$ cat src/rtl/multicycle_sequencer.sv
// ---------------------------------------------------------------------------
// multicycle_sequencer
//   Multi-cycle control sequencer for the R/I-type ALU datapath. Each
//   instruction walks FETCH -> DECODE -> EXEC -> WB. The block handshakes with
//   instruction memory, strobes the IR/PC write enables, drives ALU control and
//   the register-file write enable, counts retired instructions and traps
//   illegal opcodes and fetch timeouts into a sticky ERROR state.
//
// Ports
//   clk_i       clock, rising edge
//   rst_i       asynchronous active-high reset
//   start_i     begin execution (looked at in IDLE only)
//   stop_i      halt once the current instruction retires
//   Op_i        opcode field from IR (meaningful from DECODE onward)
//   imem_req_o  instruction fetch request (every FETCH cycle)
//   imem_ack_i  fetch data valid this cycle
//   ir_we_o     load IR (same cycle as the ack)
//   pc_we_o     advance PC (WB)
//   ALUOp_o     ALU control, 10 = R-type, 11 = I-type (EXEC/WB only)
//   ALUSrc_o    0 = rs2, 1 = immediate (EXEC/WB only)
//   RegWrite_o  register-file write enable (WB)
//   busy_o      running: neither IDLE nor ERROR
//   illegal_o   sticky illegal-opcode trap
//   timeout_o   sticky fetch-timeout trap
//   retired_o   retired-instruction count, wraps
// ---------------------------------------------------------------------------
module multicycle_sequencer #(
  parameter logic [6:0] OP_R          = 7'b0110011,
  parameter logic [6:0] OP_I          = 7'b0010011,
  parameter int         FETCH_TIMEOUT = 16,
  parameter int         CNT_W         = 16
) (
  input  logic             clk_i,
  input  logic             rst_i,
  input  logic             start_i,
  input  logic             stop_i,
  input  logic [6:0]       Op_i,
  output logic             imem_req_o,
  input  logic             imem_ack_i,
  output logic             ir_we_o,
  output logic             pc_we_o,
  output logic [1:0]       ALUOp_o,
  output logic             ALUSrc_o,
  output logic             RegWrite_o,
  output logic             busy_o,
  output logic             illegal_o,
  output logic             timeout_o,
  output logic [CNT_W-1:0] retired_o
);

  // Wait counter only has to reach FETCH_TIMEOUT-1; keep at least one bit.
  localparam int                WAIT_W    = (FETCH_TIMEOUT > 1) ? $clog2(FETCH_TIMEOUT) : 1;
  localparam logic [WAIT_W-1:0] WAIT_LAST = WAIT_W'(FETCH_TIMEOUT - 1);

  typedef enum logic [2:0] {
    S_IDLE   = 3'd0,
    S_FETCH  = 3'd1,
    S_DECODE = 3'd2,
    S_EXEC   = 3'd3,
    S_WB     = 3'd4,
    S_ERROR  = 3'd5
  } state_t;

  state_t            state_q, state_d;
  logic [WAIT_W-1:0] wait_cnt_q, wait_cnt_d;
  logic              stop_pend_q, stop_pend_d;
  logic [1:0]        aluop_q, aluop_d;
  logic              alusrc_q, alusrc_d;
  logic              illegal_q, illegal_d;
  logic              timeout_q, timeout_d;
  logic [CNT_W-1:0]  retired_q, retired_d;

  logic fetch_expired;
  logic op_is_r;
  logic op_is_i;

  assign fetch_expired = (wait_cnt_q == WAIT_LAST);
  assign op_is_r       = (Op_i == OP_R);
  assign op_is_i       = (Op_i == OP_I);

  // -------------------------------------------------------------------------
  // State and datapath registers
  // -------------------------------------------------------------------------
  always_ff @(posedge clk_i or posedge rst_i) begin
    if (rst_i) begin
      state_q     <= S_IDLE;
      wait_cnt_q  <= '0;
      stop_pend_q <= 1'b0;
      aluop_q     <= 2'b00;
      alusrc_q    <= 1'b0;
      illegal_q   <= 1'b0;
      timeout_q   <= 1'b0;
      retired_q   <= '0;
    end else begin
      state_q     <= state_d;
      wait_cnt_q  <= wait_cnt_d;
      stop_pend_q <= stop_pend_d;
      aluop_q     <= aluop_d;
      alusrc_q    <= alusrc_d;
      illegal_q   <= illegal_d;
      timeout_q   <= timeout_d;
      retired_q   <= retired_d;
    end
  end

  // -------------------------------------------------------------------------
  // Next-state logic
  // -------------------------------------------------------------------------
  always_comb begin
    state_d = state_q;
    case (state_q)
      S_IDLE:   if (start_i) state_d = S_FETCH;
      S_FETCH: begin
        // An ack on the last allowed cycle still wins over the timeout.
        if (imem_ack_i)         state_d = S_DECODE;
        else if (fetch_expired) state_d = S_ERROR;
      end
      S_DECODE: state_d = (op_is_r || op_is_i) ? S_EXEC : S_ERROR;
      S_EXEC:   state_d = S_WB;
      S_WB:     state_d = (stop_pend_q || stop_i) ? S_IDLE : S_FETCH;
      S_ERROR:  state_d = S_ERROR;
      default:  state_d = S_IDLE;
    endcase
  end

  // -------------------------------------------------------------------------
  // Datapath next values (counters, latched ALU control, sticky traps)
  // -------------------------------------------------------------------------
  always_comb begin
    wait_cnt_d  = wait_cnt_q;
    stop_pend_d = stop_pend_q;
    aluop_d     = aluop_q;
    alusrc_d    = alusrc_q;
    illegal_d   = illegal_q;
    timeout_d   = timeout_q;
    retired_d   = retired_q;

    if (stop_i && (state_q == S_FETCH || state_q == S_DECODE || state_q == S_EXEC))
      stop_pend_d = 1'b1;

    case (state_q)
      S_FETCH: begin
        if (imem_ack_i) begin
          wait_cnt_d = '0;
        end else begin
          wait_cnt_d = wait_cnt_q + 1'b1;
          if (fetch_expired) timeout_d = 1'b1;
        end
      end
      S_DECODE: begin
        if (op_is_r) begin
          aluop_d  = 2'b10;
          alusrc_d = 1'b0;
        end else if (op_is_i) begin
          aluop_d  = 2'b11;
          alusrc_d = 1'b1;
        end else begin
          illegal_d = 1'b1;
        end
      end
      S_WB:    retired_d = retired_q + 1'b1;
      default: ;
    endcase

    // A halt request is consumed by the transition into IDLE.
    if (state_d == S_IDLE) stop_pend_d = 1'b0;
  end

  // -------------------------------------------------------------------------
  // Output logic (Moore, except ir_we_o which follows the ack)
  // -------------------------------------------------------------------------
  always_comb begin
    imem_req_o = 1'b0;
    ir_we_o    = 1'b0;
    pc_we_o    = 1'b0;
    RegWrite_o = 1'b0;
    ALUOp_o    = 2'b00;
    ALUSrc_o   = 1'b0;
    busy_o     = 1'b0;
    case (state_q)
      S_FETCH: begin
        imem_req_o = 1'b1;
        ir_we_o    = imem_ack_i;
        busy_o     = 1'b1;
      end
      S_DECODE: busy_o = 1'b1;
      S_EXEC: begin
        ALUOp_o  = aluop_q;
        ALUSrc_o = alusrc_q;
        busy_o   = 1'b1;
      end
      S_WB: begin
        ALUOp_o    = aluop_q;
        ALUSrc_o   = alusrc_q;
        RegWrite_o = 1'b1;
        pc_we_o    = 1'b1;
        busy_o     = 1'b1;
      end
      default: ;
    endcase
  end

  assign illegal_o = illegal_q;
  assign timeout_o = timeout_q;
  assign retired_o = retired_q;

endmodule

$ cat config.mk
export PLATFORM = sky130hd
export DESIGN_NAME = multicycle_sequencer
export DESIGN_NICKNAME = d
export VERILOG_FILES = /design/src/rtl/multicycle_sequencer.sv
export SDC_FILE = /design/constraint.sdc
export NUM_CORES = 1
export LEC_CHECK = 0
export ABC_AREA = 1
export CAP_MARGIN = 20
export CORE_ASPECT_RATIO = 1.75
export CORE_MARGIN = 3
export CORE_UTILIZATION = 50
export DETAILED_ROUTE_END_ITERATION = 16
export GPL_TIMING_DRIVEN = 1
export PLACE_DENSITY = 0.81
export SLEW_MARGIN = 40
export SYNTH_ARGS = -nofsm -noshare
export SYNTH_HDL_FRONTEND = slang
export SYNTH_SLANG_ARGS = --single-unit
export TNS_END_PERCENT = 5
$ cat constraint.sdc
create_clock -name clk_i -period 3.7 [get_ports clk_i]
set_input_delay 1.11 -clock clk_i [delete_from_list [all_inputs] [get_ports clk_i]]
set_output_delay 1.11 -clock clk_i [all_outputs]
set_load 0.005 [all_outputs]
After elaboration in Yosys (flattened, before gate mapping). Cells that the tools add are included.

Multiplexer cells: 19. Eq/ne operators: 8. Bitwise gates (word level): 3. Reductions and logical operators: 14. Add/subtract/negate cells: 2.

Operator list (number): one-hot mux 3 bit (6 select lines) (1); adder 16 x 1 -> 16 bit (second input constant) (1); 2-to-1 mux 3 bit (4); 2-to-1 mux 1 bit (10); equality test 7 x 5 -> 1 bit (second input constant) (1); equality test 7 x 6 -> 1 bit (second input constant) (1); equality test 3 x 2 -> 1 bit (second input constant) (2); equality test 3 bit (second input constant) (2); logical NOT 3 bit (2); 2-to-1 mux 2 bit (3); AND reduction 3 bit (2); adder 4 x 1 -> 4 bit (second input constant) (1); equality test 4 bit (second input constant) (1); logical OR 1 bit (4); 2-to-1 mux 4 bit (1); nonzero test 2 bit (2); OR reduction 4 bit (1); equality test 3 x 1 -> 1 bit (second input constant) (1); NOT 1 bit (3); AND reduction 2 bit (1); OR reduction 2 bit (1); logical AND 1 bit (1).

Input bits: 12. Output and inout port bits: 26. Register bits: 29.

Longest topological paths before layout.
Depth in word-level cells: 6. Mapped depth: 9. Gate-level depth less buffers: 9.

Worst setup path before layout. OpenSTA, ideal clock, no wires.

Path kind: input to output. Start: input imem_ack_i. End: output ir_we_o. Required time: 2590 ps. Path slack: 1354 ps. Path buffers: 0. Cell stages on the path: 2. Data arrival time: 1236 ps. Path through: nand2_1 > inv_1.

Cells in the longest elaborated chain, start to end: 1.

Ends and longest elaborated chain: start: declaration (line 39) `input logic imem_ack_i,`; 2-to-1 mux 1 bit (line 180) `case (state_q)`; end: declaration (line 40) `output logic ir_we_o,`.

Every way passes these cells.

Worst setup path in the final report. Ends and elaborated chain as after synthesis.

==> metrics.txt <==
status=completed; final design utilization=0.694; DPL Wire Length=2570 um; WL/cell=13.0 um; crit path capture type=primary output; Antenna Cells=0; first-pass GRT wire length=5490 um; cell mode on critical path=clkdlybuf4s50_1; largest net degree at the start of global routing=29; chip width=47.3 um; Seq cells post-synth=28; Synth Area in Compound Gates=0.0168; WP data required=2.59 ns; Setup TNS=0 ns; Congestion Overflow GR=0; ys async rst share=1.00; CTS tree=done; Slew Limit Fails=0; Static Leak=0.965 nW; IO buf count=37; most common cell in the netlist=nand2_1; final hold violations=0; reg-to-reg critical path startpoint=state_q[0]$_DFF_PP0_; Final ANT Viol Nets=0; H-tree depth=1; cells along the critical path=clkdlybuf4s50_1 > nand2_1 > inv_1 > clkdlybuf4s50_1; most area-consuming cells after synthesis=dfrtp_1 (47%), nand2_1 (13%), inv_1 (6.5%); Inst Count DP=248; Final period util=0.904; sw frac=0.203; Critical Path End=ir_we_o; initial core utilization=0.536; top cell type by total area after synthesis=dfrtp_1; Final Wtd Congestion=about 0.96; clock-pin slew on the worst setup and hold paths=0.09 ns; layout cell share with drive strength beyond 1=0.0578; non-filler cells in the finished layout=252; Setup crit start=imem_ack_i; Post-synth EDFFs=0; Clk Latency, worst-skew pair=0.28 ns; CTS root buffer=clkbuf_8; yosys warns=0; combinational power share=0.043; flip-flop and latch area=701 sq um; Peak supply drop=0.000219 V; vias in the first global route=approximately 1300; fmax=between 0.2 and 0.3 GHz; most common library cells after synthesis=nand2_1 (53), dfrtp_1 (28), inv_1 (26); post-synth top area share=0.470; cts bufs inserted=3; total track usage=0.203; Netlist Area Pre-Place=around 1500 sq um; register area share after synthesis=0.470; flop2flop setup slack=2.25 ns; cell area power density=268 nW/um^2; fin crit period=between 3 and 4 ns; hold crit path type=reg2reg; Max stage delay on crit path=0.50 ns; Clock Power Share=0.367; Worst-Margin Slew=0.359 ns; Sw Pwr=0.000105 W; Detailed Routing Iterations Pass 1=4; P_int=0.000413 W; Worst slew margin=0.761; Worst EP arrival=2.24 ns; simple-gate area share of the yosys netlist=0.331; worst-path cell with the longest stage delay=clkdlybuf4s50_1; Startpoint Class=input port; Die H=78.3 um; setup repair bufs after CTS=0; Hold Buf Count CTS=0; core box area=2780 sq um; Final Net Count=240; FF-to-FF path depth=5; syn nets=200; Iter 0 DRT Violations=25; CTS Sinks=28; Post-Synth Adder-Cell Area=0.0168; layout overhead on the synthesized area=29.5%; RSZ-0062 raised after global routing=no; Max Cap Viol=0; post-synthesis mux area share=0; Worst R2R End=retired_o[11]$_DFFE_PP0P_; via count=1289; DRT Wirelength=approximately 3300 um; antenna violations before repair=0; critical path class=in2out; CP Max Fanout=2; Setup Skew=0.00556 ns; top_reg_cell synth=dfrtp_1; # DRC=0; Rows=25; Fill cells=between 200 and 250; Unique masters post-synth=20; multi-input logic area=~670 sq um; largest family of logic cells by synthesized area=simple AND/OR/NAND/NOR gates; DIE AREA=roughly 3700 sq um; clk buf depth=2; Avg Inst Size Synth=8.02 sq um; sequential share of power=0.590; Syn Inst Count=186; Synth Area in XOR/XNOR=0.0822; final setup violation count=0; post_cts resized=0; Via density=5.12; I/O Pins=38
## worst min-delay path by stage
| stage | cells past startpoint | slack (ns) | endpoint | from |
|---|---|---|---|---|
| 3_5_place_dp | 2 | 0.44 | aluop_q[1]$_DFFE_PP0P_ | aluop_q[1]$_DFFE_PP0P_ |
| 5_1_grt | 2 | 0.48 | aluop_q[1]$_DFFE_PP0P_ | aluop_q[1]$_DFFE_PP0P_ |
| 4_1_cts | 2 | 0.46 | aluop_q[1]$_DFFE_PP0P_ | aluop_q[1]$_DFFE_PP0P_ |
| 2_1_floorplan | 2 | 0.42 | aluop_q[1]$_DFFE_PP0P_ | aluop_q[1]$_DFFE_PP0P_ |
| 3_3_place_gp | 2 | 0.43 | aluop_q[1]$_DFFE_PP0P_ | aluop_q[1]$_DFFE_PP0P_ |
| 6_report | 2 | 0.46 | aluop_q[1]$_DFFE_PP0P_ | aluop_q[1]$_DFFE_PP0P_ |
## area by class of cell
class                   count  share of cell area
well taps                  27              0.0175
repair buffers             38               0.196
multi-input cells         129               0.345
clock buffers               4              0.0285
inverters                  26              0.0505
flip-flops and latches     28               0.363
## worst max-delay path: cells and delay by family
kind | cells | cell delay (ns)
buffers and inverters | 3 | 1.06
AND/OR/NAND/NOR | 1 | 0.07
## state kept, by name, indices dropped and copies added (netlist names)
register     cells
stop_pend_q      1
retired_o       16
illegal_o        1
wait_cnt_q       4
state_q          3
timeout_o        1
aluop_q          2
## power by group through the flow
stage / combinational, W / clock [W] / sequential, W
after global routing: 0.0000251 / 0.000211 / 0.000306
after detailed placement: 0.0000230 / 0 / 0.000312
after global placement: 0.0000220 / 0 / 0.000312
after CTS: 0.0000230 / 0.000197 / 0.000306
final: 0.0000224 / 0.000190 / 0.000306
after floorplan: 0.00000776 / 0 / 0.000312
## layout by cell type, fill, tap and decap left out
| cell type | instances |
|---|---|
| a21oi_1 | 3 |
| and2_1 | 2 |
| buf_4 | 1 |
| clkbuf_8 | 4 |
| clkdlybuf4s50_1 | 37 |
| dfrtp_1 | 28 |
| ha_1 | 2 |
| inv_1 | 26 |
| nand2_1 | 53 |
| nand2_2 | 2 |
| nand2_4 | 1 |
| nand3_1 | 12 |
| nand3b_1 | 4 |
| nand4_1 | 2 |
| nor2_1 | 24 |
| nor2_4 | 4 |
| nor3_1 | 3 |
| o21ai_0 | 2 |
| or2_2 | 1 |
| xnor2_1 | 9 |
| xor2_1 | 5 |
## stage by stage
stage / setup slack [ns] / instance area [sq um] / total power (W) / hold WS (ns)
after floorplan: 1.35 / 1490 / 0.000320 / 0.423
after global routing: 0.247 / 1930 / 0.000542 / 0.482
after detailed placement: 0.352 / 1880 / 0.000335 / 0.440
after CTS: 0.343 / 1930 / 0.000526 / 0.462
final: 0.354 / 1930 / 0.000519 / 0.462
after global placement: 0.374 / 1880 / 0.000334 / 0.434
## cells by family after synthesis
kind of cell | after synthesis
fa+ha+maj | 2
flops | 28
buf+inv | 29
simple gates | 108
xor+xnor | 14
compound gates | 5
## layer usage
metal	routed length, um	part of all wire	GRT usage
met3	122	0.037	0.0321
met5	0	0	0
met4	115	0.035	0.0970
met2	1840	0.56	0.364
met1	1190	0.36	0.210
(Power assumes the default switching activity.)
